<file path="config.mk">
export PLATFORM = sky130hd
export DESIGN_NAME = load_store_unit
export DESIGN_NICKNAME = d
export VERILOG_FILES = /design/src/rtl/load_store_unit.sv
export SDC_FILE = /design/constraint.sdc
export NUM_CORES = 1
export LEC_CHECK = 0
export ABC_AREA = 1
export CAP_MARGIN = 20
export CELL_PAD_IN_SITES_DETAIL_PLACEMENT = 0
export CELL_PAD_IN_SITES_GLOBAL_PLACEMENT = 1
export CORE_MARGIN = 10
export CORE_UTILIZATION = 32
export DETAILED_ROUTE_END_ITERATION = 12
export HOLD_SLACK_MARGIN = 0.06
export PLACE_DENSITY = 0.79
export SLEW_MARGIN = 10
export SYNTH_ARGS = -nofsm -noshare
export SYNTH_HDL_FRONTEND = slang
export SYNTH_SLANG_ARGS = --single-unit
</file>
<file path="constraint.sdc">
create_clock -name clk_i -period 4.95 [get_ports clk_i]
set_input_delay 0.7425 -clock clk_i [delete_from_list [all_inputs] [get_ports clk_i]]
set_output_delay 0.7425 -clock clk_i [all_outputs]
set_load 0.02 [all_outputs]
</file>
<file path="src/rtl/load_store_unit.sv">
// load_store_unit: CPU load/store to Wishbone classic master with alignment checks,
// retry/backoff, timeout abort and load data extension.
module load_store_unit #(
  parameter int TIMEOUT_CYCLES = 255,
  parameter int MAX_RETRIES    = 3
) (
  input  logic        clk_i,
  input  logic        rst_i,
  input  logic        req_i,
  input  logic        we_i,
  input  logic [1:0]  size_i,
  input  logic        unsigned_i,
  input  logic [31:0] addr_i,
  input  logic [31:0] wdata_i,
  output logic        ready_o,
  output logic        done_o,
  output logic        fault_o,
  output logic [1:0]  fault_cause_o,
  output logic [31:0] rdata_o,
  output logic        cyc_o,
  output logic        stb_o,
  output logic        we_o,
  output logic [31:0] adr_o,
  output logic [3:0]  sel_o,
  output logic [31:0] dat_o,
  input  logic [31:0] dat_i,
  input  logic        ack_i,
  input  logic        err_i,
  input  logic        rty_i
);
  localparam int TW = $clog2(TIMEOUT_CYCLES + 1);
  localparam int RW = $clog2(MAX_RETRIES + 2);
  typedef enum logic [1:0] {IDLE, ACCESS, BACKOFF} state_t;
  state_t        r_state;
  logic [TW-1:0] r_tmo;
  logic [RW-1:0] r_rty;
  logic [1:0]    r_size, r_off, r_cause;
  logic          r_uns, r_done, r_fault, r_cyc, r_stb, r_we;
  logic [31:0]   r_rdata, r_adr, r_dat;
  logic [3:0]    r_sel;
  logic          w_misaligned, w_tmo_hit, w_rty_abort, w_term, w_fail;
  logic [3:0]    w_sel;
  logic [31:0]   w_dat, w_shift, w_load;
  logic [RW-1:0] w_rty_next;
  logic [1:0]    w_cause;
  always_comb begin
    w_misaligned = (size_i == 2'b11) | ((size_i == 2'b01) & addr_i[0]) |
                   ((size_i == 2'b10) & (|addr_i[1:0]));
    w_sel = (size_i == 2'b00) ? 4'b0001 << addr_i[1:0] :
            (size_i == 2'b01) ? (addr_i[1] ? 4'b1100 : 4'b0011) : 4'b1111;
    w_dat = (size_i == 2'b00) ? {4{wdata_i[7:0]}} :
            (size_i == 2'b01) ? {2{wdata_i[15:0]}} : wdata_i;
    w_shift = dat_i >> {r_off, 3'b000};
    w_load = (r_size == 2'b00) ? {{24{~r_uns & w_shift[7]}}, w_shift[7:0]} :
             (r_size == 2'b01) ? {{16{~r_uns & w_shift[15]}}, w_shift[15:0]} : w_shift;
    // Retry counter saturates at MAX_RETRIES+1, the first value that aborts.
    w_rty_next = (r_rty == RW'(MAX_RETRIES + 1)) ? r_rty : r_rty + 1'b1;
    w_rty_abort = w_rty_next > RW'(MAX_RETRIES);
    w_tmo_hit = r_tmo == TW'(TIMEOUT_CYCLES - 1);
    w_term = err_i | ack_i | (rty_i ? w_rty_abort : w_tmo_hit);
    w_fail = err_i | ~ack_i;
    w_cause = err_i ? 2'b10 : ack_i ? 2'b00 : 2'b11;
  end
  always_ff @(posedge clk_i or posedge rst_i) begin
    if (rst_i) begin
      r_state <= IDLE;
      r_tmo <= '0;
      r_rty <= '0;
      r_size <= '0;
      r_off <= '0;
      r_uns <= 1'b0;
      r_done <= 1'b0;
      r_fault <= 1'b0;
      r_cause <= '0;
      r_rdata <= '0;
      r_cyc <= 1'b0;
      r_stb <= 1'b0;
      r_we <= 1'b0;
      r_adr <= '0;
      r_sel <= '0;
      r_dat <= '0;
    end else begin
      r_done <= 1'b0;
      r_fault <= 1'b0;
      r_cause <= '0;
      case (r_state)
        IDLE: if (req_i) begin
          if (w_misaligned) begin
            r_done <= 1'b1;
            r_fault <= 1'b1;
            r_cause <= 2'b01;
          end else begin
            r_state <= ACCESS;
            r_cyc <= 1'b1;
            r_stb <= 1'b1;
            r_we <= we_i;
            r_adr <= {addr_i[31:2], 2'b00};
            r_sel <= w_sel;
            r_dat <= w_dat;
            r_size <= size_i;
            r_off <= addr_i[1:0];
            r_uns <= unsigned_i;
            r_tmo <= '0;
            r_rty <= '0;
          end
        end
        ACCESS: if (w_term) begin
          r_state <= IDLE;
          r_cyc <= 1'b0;
          r_stb <= 1'b0;
          r_done <= 1'b1;
          r_fault <= w_fail;
          r_cause <= w_cause;
          r_rdata <= w_fail ? 32'h0 : (r_we ? r_rdata : w_load);
          if (rty_i) r_rty <= w_rty_next;
        end else if (rty_i) begin
          r_state <= BACKOFF;
          r_cyc <= 1'b0;
          r_stb <= 1'b0;
          r_rty <= w_rty_next;
        end else r_tmo <= r_tmo + 1'b1;
        default: begin
          r_state <= ACCESS;
          r_cyc <= 1'b1;
          r_stb <= 1'b1;
          r_tmo <= '0;
        end
      endcase
    end
  end
  assign ready_o = r_state == IDLE;
  assign done_o = r_done;
  assign fault_o = r_fault;
  assign fault_cause_o = r_cause;
  assign rdata_o = r_rdata;
  assign cyc_o = r_cyc;
  assign stb_o = r_stb;
  assign we_o = r_we;
  assign adr_o = r_adr;
  assign sel_o = r_sel;
  assign dat_o = r_dat;
endmodule

</file>
==> results of run 1 <==
[flip-flops by register name (all words and copies together), names as in the netlist]
register       count
r_off              2
r_size             2
fault_o            1
we_o               1
done_o             1
r_rty              3
r_state            2
adr_o             30
r_tmo              8
rdata_o           32
r_uns              1
dat_o             32
fault_cause_o      2
sel_o              4
[synth_stat cells, types with 5 or more instances]
cell        n  share of area
o211ai_1   15          0.019
nand2_1   346           0.22
nand2_2     5         0.0052
nor2_2     13          0.014
inv_1      31          0.019
clkbuf_1    8         0.0050
nor2_1     32          0.020
a31oi_1     9         0.0094
buf_4       7         0.0088
a21oi_1    20          0.017
nand3_1    39          0.033
o21ai_0    37          0.031
inv_2       6         0.0038
dfrtp_1   121           0.51
buf_2      22          0.018
o21ai_1     9         0.0075
[stage by stage]
step,power [mW],area (µm²),util,hold slack (ns)
after global routing,6.11,8820,0.486,0.503
after floorplan,3.19,5970,-,0.481
after CTS,5.79,8820,0.486,0.472
after detailed placement,4.42,8190,0.451,0.458
final,5.71,8820,0.486,0.471
after global placement,4.41,8190,0.451,0.455
[cell families (layout without fill, tap and decap cells)]
| family | count (synthesis) | in the layout |
|---|---|---|
| AOI/OAI and AO/OA | 97 | 97 |
| xor gates and xnor gates | 2 | 2 |
| adders and majority gates | 4 | 4 |
| buffers and inverters | 80 | 286 |
| DFF | 121 | 121 |
| other | 1 | 4 |
| and+or+nand+nor | 454 | 454 |
[how the worst max path moves through the flow]
stage               depth (start not counted)         to       from
global placement                            7   sel_o[3]  size_i[0]
detailed placement                          7   sel_o[3]  size_i[0]
floorplan                                   1  adr_o[10]      rst_i
global route                                7   sel_o[2]  size_i[0]
finish                                      7   sel_o[3]  size_i[0]
CTS                                         7   sel_o[3]  size_i[0]
[metal layers]
layer,global-route usage,vias to the layer above,routed length (µm)
li1,-,2793,-
met1,0.207,2602,9030
met2,0.252,196,8940
met3,0.0885,14,2320
met4,0.0467,0,267
met5,0,-,0
[worst max-delay path, stage by stage]
cell	delay (ns)
clkdlybuf4s50_1	0.86
o21ai_2	0.18
nand4_4	0.12
buf_4	0.57
nor2_2	0.24
a21oi_1	0.23
nand3_1	0.10
[power breakdown]
group          switching (mW)  internal (mW)
clock network           0.463          0.869
logic                    1.51           1.12
registers               0.318           1.43
total                    2.29           3.42
[layout make-up]
cell class,instances,area (µm²),area share
Antenna cell,2,5.00,0.000567
Multi-Input combinational cell,559,2570,0.291
Sequential cell,121,3030,0.343
Tap cell,229,287,0.0325
Timing Repair Buffer,215,2150,0.244
Clock inverter,11,170,0.0193
Inverter,39,151,0.0172
Clock buffer,21,460,0.0522
[cells in the final DEF, fill, tap and decap left out, types with 2 or more instances in the layout]
master / instances
nand3_4: 3
inv_4: 2
dfrtp_1: 121
nand3_2: 4
nor2_1: 32
nand3b_1: 2
o21ai_2: 4
o21ai_0: 37
bufinv_16: 4
o211ai_1: 15
clkbuf_1: 2
conb_1: 2
ha_1: 4
clkinvlp_4: 3
inv_2: 6
nor2_2: 13
inv_1: 30
buf_4: 3
xor2_1: 2
clkdlybuf4s50_1: 211
a31oi_1: 9
clkbuf_8: 2
nand3_1: 39
o21ai_1: 9
clkinv_4: 2
clkbuf_16: 17
nand2_2: 5
o21bai_1: 2
or2_2: 4
clkinv_2: 2
a21oi_1: 20
nand2_1: 346
diode_2: 2
==> impl_metrics.csv, run 1 <==
group,metric,value,unit
worst_setup_path,startpoint_type,"input pin",
synth,synth-simple-area-share,0.323,
worst_setup_path,path_max_fanout,67,
worst_setup_path,r2r_slack,2.74,ns
grt,grt_pass1_wl,32.4,mm
timing,setup_slack,2.16,ns
floorplan,die_w,157,µm
clock_network,tritoncts,"yes",
drt,vias,5605,
timing,fmax,358,MHz
worst_setup_path,crit_required,5.23,ns
timing,finalSetupViolCount,0,
clock_network,cts_root_buf,"clkbuf_16",
floorplan,pin_count,214,
finish,drive_above_1_share,0.0818,
synth,synthXorXnorAreaFrac,0.00293,
clock_network,clk_latency,0.41,ns
power_and_ir_drop,power_per_cell_area,647,nW/µm²
floorplan,coreArea,18100,µm²
grt,antenna_found_initial,1,
timing,fin_skew,0.00885,ns
finish,layout.nets,1063,
synth,synth_mux_area_frac,0,
drt,dr.pass1.iters,4,
synth,ys_seq_area_frac,0.507,
floorplan,die-area,24500,µm²
synth,avgSynthCellArea,7.86,µm²
place,post-place-ws,1.72,ns
min_path,holdCritStartpoint,"rdata_o[11]",
grt,grt_pass1_vias,5774,
synth,synth_compound_area_frac,0.0933,
drt,drtIter0Drc,245,
min_path,holdPathEnd,"rdata_o[11]",
finish,syn2layout_area_growth,47.8,%
place,dpl.hpwl,15.0,mm
drt,post_drt_wl_per_cell,17.2,µm
power_and_ir_drop,power.leakage,4.18,nW
timing,tightest_slew,0.822,ns
synth,synth_fa_ha_area_frac,0.00838,
drt,via_per_inst,4.68,
worst_setup_path,worst_ep_arrival_time,3.07,ns
timing,fin_crit_sh,0.564,
clock_network,cts_resized,0,
drt,remaining_drc_errors,0,
synth,synth_cells,759,
grt,grtUsageTotal,0.168,
place,port-buffer-count,211,
clock_network,cts_sinks,121,
place,dp_cells,1163,
synth,synth_top_family_by_area,"simple AND/OR/NAND/NOR gates",
timing,rsz0062_at_grt,"no",
drt,ant_nets,0,
grt,grt_max_degree,68,
drt,wl,20.6,mm
timing,fin_tns_setup,0,ns
floorplan,initial_utilization,0.329,
finish,final_cell_count_no_fill,1197,
clock_network,postCtsSetupBuffers,0,
floorplan,rows,49,
timing,post-route-min-period,2.79,ns
worst_setup_path,endpoint_kind,"flop",
clock_network,path_clk_slew,0.05,ns
floorplan,fp.dieH,157,µm
synth,ys_warn_count,0,
timing,drv_slew,0,
worst_setup_path,timing.rr.end,"rdata_o[28]",
min_path,hold_path.class,"flop to flop",
clock_network,clk_path_buf_depth,2,
synth,synth_area,5970,µm²
clock_network,postCtsHoldBufs,0,
clock_network,cts_buffers,17,
power_and_ir_drop,ir_drop,365,µV
outcome,run_status,"finished clean",
worst_setup_path,crit_type,"input pin to flop",
synth,ys_types,35,
synth,synth-seq-cells,121,
worst_setup_path,worstReg2RegStart,"r_off[0]",
synth,async_flop_share,1.00,
synth,synth_edf_count,0,
timing,maxSlewHeadroom,0.452,
synth,ys.flop_type,"dfrtp_1",
worst_setup_path,rr_worst_depth,9,
grt,overflow,0,
place,gp_congestion,0.826,
min_path,hold_path_depth,2,
finish,fillers,1817,
timing,finalHoldViolCount,0,
clock_network,htree_levels,4,
flow_run,max_cap_viol_count,0,
Power figures use the tool's default switching activity.
==> run 2, diff against run 1 <==
clock period = 2.7 ns   (was 4.95 ns; I/O delays follow)
==> impl_metrics.csv, run 2 (synthesis gave the netlist of run 1 again) <==
group,metric,value,unit
timing,rsz0062_at_grt,"no",
clock_network,htree_levels,4,
timing,fmax,464,MHz
clock_network,tritoncts,"yes",
grt,antenna_found_initial,1,
clock_network,cts_sinks,121,
timing,drv_slew,0,
worst_setup_path,path_max_fanout,4,
clock_network,path_clk_slew,0.06,ns
power_and_ir_drop,intPower,6.22,mW
finish,fillers,1747,
timing,holdWs,0.474,ns
grt,use_met3,0.0907,
timing,maxSlewHeadroom,0.552,
place,port-buffer-count,211,
worst_setup_path,timing.rr.end,"rdata_o[18]",
drt,ant_nets,0,
power_and_ir_drop,power_per_cell_area,1180,nW/µm²
floorplan,coreArea,18100,µm²
drt,drtIter0Drc,368,
power_and_ir_drop,switching_power,4.25,mW
drt,dr.pass1.iters,8,
grt,grt_pass1_wl,32.4,mm
worst_setup_path,startpoint_type,"flop",
timing,post-route-min-period,2.16,ns
place,gp_congestion,0.908,
power_and_ir_drop,p_comb_frac,0.477,
timing,fin_tns_setup,0,ns
grt,grt_pass1_vias,5680,
grt,overflow,0,
drt,vias,5639,
worst_setup_path,worst_ep_arrival_time,1.75,ns
clock_network,cts_buffers,17,
timing,fin_skew,0.0146,ns
drt,wl,20.6,mm
worst_setup_path,cp-startpoint,"r_state[0]",
timing,tightest_slew,0.672,ns
power_and_ir_drop,swShare,0.406,
worst_setup_path,cp_slowest_cell,"clkdlybuf4s50_1",
grt,met2_usage,0.249,
drt,remaining_drc_errors,0,
floorplan,die-area,24500,µm²
timing,finalSetupViolCount,0,
power_and_ir_drop,p_clk_frac,0.225,
place,dp_cells,1173,
worst_setup_path,critPathMaxStageDelay,0.67,ns
finish,multiInputGateArea,2570,µm²
grt,grtUsageTotal,0.169,
flow_run,max_cap_viol_count,0,
finish,final_cell_count_no_fill,1207,
finish,stdcell_area,8890,µm²
worst_setup_path,cp-endpoint,"ready_o",
place,place_area,8280,µm²
timing,finalHoldViolCount,0,
clock_network,clk_path_buf_depth,2,
finish,post-route-util,0.490,
drt,post_drt_wl_per_cell,17.1,µm
floorplan,rows,49,
clock_network,clk_latency,0.42,ns
clock_network,cts_root_buf,"clkbuf_16",
outcome,run_status,"finished clean",
finish,final_cell_mix,"nand2_1, clkdlybuf4s50_1, dfrtp_1, nand3_1, o21ai_0",
worst_setup_path,worstReg2RegStart,"r_rty[0]",
clock_network,postCtsSetupBuffers,0,
worst_setup_path,crit_required,2.30,ns
worst_setup_path,critPathBufInv,1,
worst_setup_path,r2r_slack,0.84,ns
grt,gr-usage-met1,0.211,
finish,layout_commonest_cell,"nand2_1",
power_and_ir_drop,power.leakage,4.22,nW
worst_setup_path,endpoint_kind,"output pin",
floorplan,die_w,157,µm
drt,via_per_inst,4.67,
finish,layout.nets,1073,
grt,busiest_layer,"met2",
clock_network,cts_resized,0,
finish,drive_above_1_share,0.0932,
power_and_ir_drop,ir_drop,520,µV
min_path,hold_path.class,"flop to flop",
worst_setup_path,rr_worst_depth,10,
floorplan,fp.dieH,157,µm
clock_network,postCtsHoldBufs,0,
worst_setup_path,crit_cells,2,
worst_setup_path,path_cells,"nor2_2 -> clkdlybuf4s50_1",
place,dpl.hpwl,15.2,mm
finish,seqCellArea,3030,µm²
grt,grt_max_degree,122,
floorplan,initial_utilization,0.329,
finish,syn2layout_area_growth,48.9,%
timing,fin_crit_sh,0.799,
worst_setup_path,cp_top_family,"buffers and inverters",
floorplan,pin_count,214,
worst_setup_path,crit_type,"flop to output pin",
power_and_ir_drop,power_frac_seq,0.299,
==> run 2: metrics by stage <==
step,power [mW],worst slack [ns]
after detailed placement,8.20,0.535
after global routing,11.2,0.437
after CTS,10.6,0.512
after floorplan,5.84,0.812
after global placement,8.19,0.598
final,10.5,0.543
==> run 2: area by class of cell <==
type,count,share of cell area
clock buffers,19,0.0510
flip-flops and latches,121,0.341
clock inverters,13,0.0170
well taps,229,0.0322
inverters,39,0.0172
diodes,2,0.000563
repair buffers,225,0.252
multi-input cells,559,0.289
==> run 2: worst min path at each step <==
stage / startpoint / end / slack (ns) / cells after the start
after floorplan: r_size[0] / r_size[0] / 0.48 / 2
final: rdata_o[11] / rdata_o[11] / 0.47 / 2
after global routing: adr_o[11] / adr_o[11] / 0.49 / 2
after detailed placement: adr_o[10] / adr_o[10] / 0.46 / 2
after CTS: rdata_o[11] / rdata_o[11] / 0.48 / 2
after global placement: rdata_o[14] / rdata_o[14] / 0.46 / 2
==> run 2: power groups by stage <==
stage	sequential, mW	clock (mW)	combinational, mW
after floorplan	3.97	0	1.87
after global placement	3.14	0	5.05
after detailed placement	3.14	0	5.06
after CTS	3.14	2.40	5.08
after global routing	3.23	2.50	5.47
final	3.13	2.35	4.99
==> run 2: tightest hold or removal path: cells and delay by family, from the launching register on <==
kind	cells	cell delay [ns]
simple gates	2	0.09
flops	1	0.34
==> run 2: metal layers <==
| layer | up-vias | wire, µm | part of all wire |
|---|---|---|---|
| li1 | 2824 | - | - |
| met1 | 2581 | 8910 | 0.43 |
| met2 | 220 | 9060 | 0.44 |
| met3 | 14 | 2460 | 0.12 |
| met4 | 0 | 171 | 0.0083 |
| met5 | - | 0 | 0 |
